==> src/rtl/out_slice_read_sched.sv <==
// Drains NUM_SLICES output sync buffers in raster order into one marked word stream.
// rd_en -> out_valid min RD_LATENCY+1 cycles; credits stop reads once SKID_DEPTH words are owed.
module out_slice_read_sched #(
  parameter int NUM_SLICES       = 2,
  parameter int DATA_WIDTH       = 168,
  parameter int MAX_SLICE_WIDTH  = 2560,
  parameter int MAX_SLICE_HEIGHT = 2560,
  parameter int RD_LATENCY       = 2,
  parameter int SKID_DEPTH       = 4
) (
  input  logic                                  clk,
  input  logic                                  rst,
  input  logic                                  enable,
  input  logic [$clog2(NUM_SLICES+1)-1:0]       slices_per_line,
  input  logic [$clog2(MAX_SLICE_WIDTH)-1:0]    slice_width,
  input  logic [$clog2(MAX_SLICE_HEIGHT+1)-1:0] slice_height,
  input  logic [NUM_SLICES-1:0]                 buf_empty,
  input  logic [NUM_SLICES-1:0]                 buf_sof,
  output logic [NUM_SLICES-1:0]                 buf_rd_en,
  input  logic [NUM_SLICES-1:0]                 buf_valid,
  input  logic [NUM_SLICES*DATA_WIDTH-1:0]      buf_data,
  output logic [DATA_WIDTH-1:0]                 out_data,
  output logic                                  out_valid,
  input  logic                                  out_ready,
  output logic                                  out_sof,
  output logic                                  out_sol,
  output logic                                  out_eol,
  output logic                                  frame_done,
  output logic                                  err
);

  localparam int SW = $clog2(NUM_SLICES+1);
  localparam int XW = $clog2(MAX_SLICE_WIDTH);
  localparam int YW = $clog2(MAX_SLICE_HEIGHT+1);
  localparam int CW = $clog2(SKID_DEPTH+1);
  localparam int PW = $clog2(SKID_DEPTH);
  localparam int FW = DATA_WIDTH + 3;

  typedef enum logic [2:0] {IDLE, ARM, READ, DRAIN, DONE} state_t;

  state_t                state;
  logic [NUM_SLICES-1:0] sof_seen, sof_q, act_mask, sof_rise;
  logic [XW-1:0]         word_cnt, words_m1;
  logic [SW-1:0]         slice_cnt;
  logic [YW-1:0]         line_cnt;
  logic                  last_word, last_slice, last_line;
  logic [CW-1:0]         credits;
  logic                  cur_empty, issue;

  // Tag pipeline mirrors the buffer read latency; markers are {sof, sol, eol}.
  logic [RD_LATENCY-1:0] tag_vld;
  logic [SW-1:0]         tag_slice [RD_LATENCY];
  logic [2:0]            tag_mk    [RD_LATENCY];
  logic [2:0]            new_mk;
  logic                  due, due_valid, stray, push, drop, pop;
  logic [SW-1:0]         due_slice;
  logic [DATA_WIDTH-1:0] due_data;

  logic [FW-1:0]         mem [SKID_DEPTH];
  logic [PW-1:0]         wr_ptr, rd_ptr;
  logic [CW-1:0]         cnt;
  logic [FW-1:0]         head;

  always_comb begin
    act_mask = '0;
    for (int s = 0; s < NUM_SLICES; s++) act_mask[s] = (SW'(s) < slices_per_line);
    words_m1   = (slice_width >> 2) - XW'(1);
    last_word  = (word_cnt == words_m1);
    last_slice = (slice_cnt == slices_per_line - SW'(1));
    last_line  = (line_cnt == slice_height - YW'(1));
    new_mk     = {(word_cnt == '0) && (slice_cnt == '0) && (line_cnt == '0),
                  (word_cnt == '0) && (slice_cnt == '0),
                  last_word && last_slice};
    cur_empty = 1'b1;
    for (int s = 0; s < NUM_SLICES; s++)
      if (slice_cnt == SW'(s)) cur_empty = buf_empty[s];
    issue = (state == READ) && !cur_empty && (credits != '0);
    buf_rd_en = '0;
    for (int s = 0; s < NUM_SLICES; s++) buf_rd_en[s] = issue && (slice_cnt == SW'(s));

    due       = tag_vld[RD_LATENCY-1];
    due_slice = tag_slice[RD_LATENCY-1];
    due_valid = 1'b0;
    stray     = 1'b0;
    due_data  = '0;
    for (int s = 0; s < NUM_SLICES; s++) begin
      if (due && (due_slice == SW'(s))) begin
        due_valid = buf_valid[s];
        due_data  = buf_data[s*DATA_WIDTH +: DATA_WIDTH];
      end else if (buf_valid[s]) begin
        stray = 1'b1;
      end
    end
    push     = due && due_valid;
    drop     = due && !due_valid;
    pop      = out_valid && out_ready;
    sof_rise = buf_sof & ~sof_q & act_mask;
  end

  assign head      = mem[rd_ptr];
  assign out_valid = (cnt != '0);
  assign out_data  = out_valid ? head[FW-1:3] : '0;
  assign out_sof   = out_valid & head[2];
  assign out_sol   = out_valid & head[1];
  assign out_eol   = out_valid & head[0];

  always_ff @(posedge clk) begin
    if (rst) begin
      state      <= IDLE;
      sof_seen   <= '0;
      sof_q      <= '0;
      word_cnt   <= '0;
      slice_cnt  <= '0;
      line_cnt   <= '0;
      credits    <= CW'(SKID_DEPTH);
      tag_vld    <= '0;
      wr_ptr     <= '0;
      rd_ptr     <= '0;
      cnt        <= '0;
      frame_done <= 1'b0;
      err        <= 1'b0;
    end else begin
      sof_q      <= buf_sof;
      frame_done <= 1'b0;
      for (int i = RD_LATENCY-1; i > 0; i--) begin
        tag_vld[i]   <= tag_vld[i-1];
        tag_slice[i] <= tag_slice[i-1];
        tag_mk[i]    <= tag_mk[i-1];
      end
      tag_vld[0]   <= issue;
      tag_slice[0] <= slice_cnt;
      tag_mk[0]    <= new_mk;
      // A tag that never got its data frees its slot too, so a glitch cannot starve reads.
      credits <= credits - CW'(issue) + CW'(pop) + CW'(drop);
      if (push) begin
        mem[wr_ptr] <= {due_data, tag_mk[RD_LATENCY-1]};
        wr_ptr      <= (wr_ptr == PW'(SKID_DEPTH-1)) ? '0 : wr_ptr + PW'(1);
      end
      if (pop) rd_ptr <= (rd_ptr == PW'(SKID_DEPTH-1)) ? '0 : rd_ptr + PW'(1);
      cnt <= cnt + CW'(push) - CW'(pop);
      if (stray || drop || ((state == READ) && (sof_rise != '0))) err <= 1'b1;

      case (state)
        IDLE: if (enable) begin
          state    <= ARM;
          sof_seen <= '0;
        end
        ARM: begin
          sof_seen <= sof_seen | (buf_sof & act_mask);
          if (((sof_seen & act_mask) == act_mask) && ((buf_sof & act_mask) == '0)) begin
            state     <= READ;
            word_cnt  <= '0;
            slice_cnt <= '0;
            line_cnt  <= '0;
          end
        end
        READ: if (issue) begin
          if (last_word) begin
            word_cnt <= '0;
            if (last_slice) begin
              slice_cnt <= '0;
              if (last_line) begin
                line_cnt <= '0;
                state    <= DRAIN;
              end else begin
                line_cnt <= line_cnt + YW'(1);
              end
            end else begin
              slice_cnt <= slice_cnt + SW'(1);
            end
          end else begin
            word_cnt <= word_cnt + XW'(1);
          end
        end
        // Leave as the final word is accepted so frame_done trails it by one cycle.
        DRAIN: if ((tag_vld == '0) && ((cnt == '0) || ((cnt == CW'(1)) && pop))) begin
          state      <= DONE;
          frame_done <= 1'b1;
        end
        DONE:    state <= IDLE;
        default: state <= IDLE;
      endcase
    end
  end

endmodule
==> config.mk <==
export PLATFORM = sky130hd
export DESIGN_NAME = out_slice_read_sched
export DESIGN_NICKNAME = d
export VERILOG_FILES = /design/src/rtl/out_slice_read_sched.sv
export SDC_FILE = /design/constraint.sdc
export NUM_CORES = 1
export LEC_CHECK = 0
export CORE_MARGIN = 1
export CORE_UTILIZATION = 45
export CTS_BUF_LIST = sky130_fd_sc_hd__clkbuf_2
export CTS_CLUSTER_DIAMETER = 200
export DETAILED_ROUTE_END_ITERATION = 12
export HOLD_SLACK_MARGIN = 0.08
export PLACE_DENSITY = 0.73
export SLEW_MARGIN = 20
export SYNTH_ARGS = -nofsm -noshare
export SYNTH_HDL_FRONTEND = slang
export SYNTH_SLANG_ARGS = --single-unit
export TNS_END_PERCENT = 30
==> constraint.sdc <==
create_clock -name clk -period 5.6 [get_ports clk]
set_input_delay 1.12 -clock clk [delete_from_list [all_inputs] [get_ports clk]]
set_output_delay 1.12 -clock clk [all_outputs]
set_load 0.03 [all_outputs]
==> run summary <==
The flow ran to the end, and the final reports show no timing, DRC or antenna violations. The share of total power dissipated in sequential elements is 0.351. After synthesis, the cell types taking the most area are sky130_fd_sc_hd__edfxtp_1 67%, sky130_fd_sc_hd__mux4_2 12%, sky130_fd_sc_hd__a22o_1 4.7%. The die covers 69900 µm². The footprint of the multi-input gates came out at 8630 µm².

The areal power density over the cells is 443 nW/µm². After synthesis, the largest family of logic cells by area is multiplexers. The total setup violations reported at the end of the flow came out at 0.

For this run, the total global-route usage over all layers was measured as 0.209. The number of cells produced by synthesis came out at 1722. The count of endpoints failing hold in the final timing report is 0. The register-to-register path setup slack came out at 2360 ps. The analysis attributes to net switching a power of 6490 µW. The critical path endpoint category is an output port. The post-CTS setup buffer count came out at 0. The vias per cell came out at 5.43. Internal power comes to 10900 µW. The post-layout utilization of the core came out at 0.580. The logic gate share of total power came out at 0.455. sky130_fd_sc_hd__edfxtp_1 takes more of the synthesized area than any other cell.

STA puts the critical path data arrival time at 3900 ps. The count of input and output buffers came out at 545. The number of nets handed over by synthesis was 2115.

The clock insertion delay at the later pin of the skew report is 1260 ps. The final estimated routing congestion in global placement came out at 0.849. The signal on the critical path passes through buf_4 -> mux4_2 -> and2_1 -> clkdlybuf4s50_1. The final worst-path setup slack came out at 578 ps.

The total grt overflow is 0. After synthesis, the share of cell area in mux cells is 0.125. TritonCTS built the clock tree. The number of DRC violations after detailed routing is 0. In the synthesized netlist the dominant register cell turns out to be sky130_fd_sc_hd__edfxtp_1.

The post-route clock period utilization is 0.897. In this run the horizontal extent of the chip is 264 µm. The critical path required time came out at 4480 ps. The maximum number of pins on one net before global-route repair is 170. The count of standard-cell rows came out at 95. Once the clock tree was built, the resizer swapped 0 gates to a different size. The filler cells instantiated in the layout total 5125. The first-pass GRT wire length came out at 110000 µm. The share of total power in the clock network came out at 0.194.

After clock tree synthesis, the flow added hold-fix buffers numbering 0. The proportion of synthesized flip-flops having asynchronous set or reset is 0. The initial antenna violation count is 2. The clock-pin slew on the worst setup and hold paths came out at 100 ps.

The number of placed I/O pins is 548. Summed over all nets, the half-perimeter wirelength after detailed placement is 47500 µm. The synthesized area came out at 31000 µm². The mean area per synthesized cell came out at 18.0 µm². The H-tree depth reported by CTS came out at 4. The number of nets at the end of the flow is 2768.

The worst pin sits at a relative slew slack of 0.369. The analysis attributes to cell leakage a power of 0.0138 µW. The total iterations of the first detailed-routing run came out at 5. Synthesis inferred 743 register bits.

The core outline area came out at 67600 µm². The worst setup path is launched from a flop. The average wire length per cell after detail routing is 21.6 µm. The effective utilization at floorplan came out at 0.458. The number of global-route vias before repair is 19500.

The overall routed net length came out at 73100 µm. The fraction of layout cells with a size suffix above 1 came out at 0.204. Yosys printed 0 warnings. The number of pins exceeding their max-slew limit in the final report is 0. The number of maximum-capacitance constraint violations is 0.

The adder and majority gate portion of the synthesized area came out at 0.00920. Setup repair after global routing left no endpoint under its margin. Ranked by instance count, the synthesized netlist is headed by 694 x sky130_fd_sc_hd__edfxtp_1, 180 x sky130_fd_sc_hd__and2_1, 171 x sky130_fd_sc_hd__mux4_2. The share of the synthesized area in the top cell type came out at 0.672. For this run, the top clock speed supported by timing is 199 MHz.

The count of clock tree sinks came out at 743. The root buffer cell chosen for the clock tree is sky130_fd_sc_hd__clkbuf_2. The final setup skew is 116 ps. The distinct cell type count after synthesis is 61. The remaining antenna violation count after routing is 0.

The slowest stage of the critical path is the sky130_fd_sc_hd__dfxtp_4 cell. The area taken by flip-flops and latches is 21800 µm². For the final routed database, the setup TNS stands at 0 ps. Summing over every cut layer, the via total after detailed routing is 18400.

The sequential element share of the synthesized area came out at 0.704. The vertical die dimension is 264 µm. The maximum vdd ir drop is 0.313 mV. The number of synthesized flops with an enable pin came out at 694. On the worst path, the slowest cell contributes a delay of 970 ps.

The total power draw is 17400 µW. In this run the deepest clock path goes through 3 buffers. The violation count after the first detailed-route iteration came out at 1098. The classification of the worst setup path is reg -> out. The switching part of the total power is 0.374.

The simple-gate portion of the synthesized area came out at 0.0671. The synthesized-area fraction occupied by xor and xnor cells came out at 0.0116. The highest net fanout along the worst path came out at 55. The class of the tightest hold or removal check is reg -> reg. From synthesis to final layout, the design area changed by 26.6%. The time the worst path needs with I/O delays and setup is 5020 ps.

The worst-margin pin slew is 947 ps. At the placement stage, the worst setup path has a slack of 832 ps. The CTS buffer count came out at 175.

The most frequent cell after synthesis is sky130_fd_sc_hd__edfxtp_1. The compound-cell area share of the yosys netlist is 0.0648.
layer usage:
metal,track usage,share of wire
met1,0.252,0.40
met2,0.363,0.52
met3,0.0489,0.062
met4,0.0800,0.025
met5,0,0.00026
kinds of logic (layout without fill, tap and decap cells):
family | after synthesis | count (layout)
adder cells (fa/ha/maj) | 21 | 21
other | 0 | 2
buffers and inverters | 147 | 934
flip-flops | 743 | 743
multiplexers | 173 | 173
AO/OA/AOI/OAI | 243 | 243
AND/OR/NAND/NOR | 354 | 354
XOR/XNOR | 41 | 41
worst max-delay path: cells and delay by family (launching register included):
kind                   cells  cell delay (ps)
AND/OR/NAND/NOR            1              190
multiplexers               1              360
flip-flops                 1              970
buffers and inverters      2             1090
placed cells by master (no fill, tap or decap), types with 15 or more instances in the layout:
cell type | netlist | final
sky130_fd_sc_hd__nor3_1 | 15 | 15
sky130_fd_sc_hd__a21oi_1 | 19 | 19
sky130_fd_sc_hd__edfxtp_1 | 694 | 694
sky130_fd_sc_hd__xnor2_1 | 19 | 19
sky130_fd_sc_hd__mux4_2 | 171 | 171
sky130_fd_sc_hd__inv_1 | 37 | 37
sky130_fd_sc_hd__nand2_1 | 32 | 32
sky130_fd_sc_hd__buf_4 | 0 | 25
sky130_fd_sc_hd__clkinv_1 | 0 | 28
sky130_fd_sc_hd__dfxtp_1 | 49 | 47
sky130_fd_sc_hd__buf_12 | 0 | 16
sky130_fd_sc_hd__a22o_1 | 168 | 168
sky130_fd_sc_hd__ha_1 | 18 | 18
sky130_fd_sc_hd__nor2_1 | 38 | 38
sky130_fd_sc_hd__clkbuf_2 | 0 | 268
sky130_fd_sc_hd__and2_1 | 180 | 176
sky130_fd_sc_hd__clkdlybuf4s50_1 | 0 | 545
sky130_fd_sc_hd__xor2_1 | 22 | 22
worst paths after layout:
path,from,end,cells past startpoint
max reg2reg,slice_cnt[0],credits[2],12
min,tag_slice[0][1],tag_slice[0][3],0
min reg2reg,tag_slice[0][1],tag_slice[0][3],0
max,flop,out_data[80],4
final cells by class:
cell class	instances	area share
sequential	743	0.556
multi-input combinational	832	0.220
timing repair buffer	586	0.152
clock buffer	268	0.0342
tap	873	0.0278
clock inverter	43	0.00587
inverter	37	0.00354
antenna	2	0.000128
flip-flops by register name, indices dropped and copies added (netlist names), 3 cells and up, named ones only:
signal	cells
cnt	3
tag_slice	4
tag_mk	6
state	3
line_cnt	12
credits	3
mem	684
word_cnt	12
metrics by stage:
stage	instance area, µm²	cells	hold slack [ps]
after floorplan	31000	1722	400
after global placement	37600	3070	403
after detailed placement	37600	3070	405
after CTS	39200	3381	243
after global routing	39200	3383	347
final	39200	3384	425
power by group through the flow:
stage                     combinational (µW)  clock, µW  sequential, µW
after CTS                               7980       3510            6100
final                                   7900       3370            6090
after global routing                    8270       3760            6110
after floorplan                         4610          0            6150
after global placement                  7940          0            6220
after detailed placement                7960          0            6230
(Power assumes the default switching activity.)
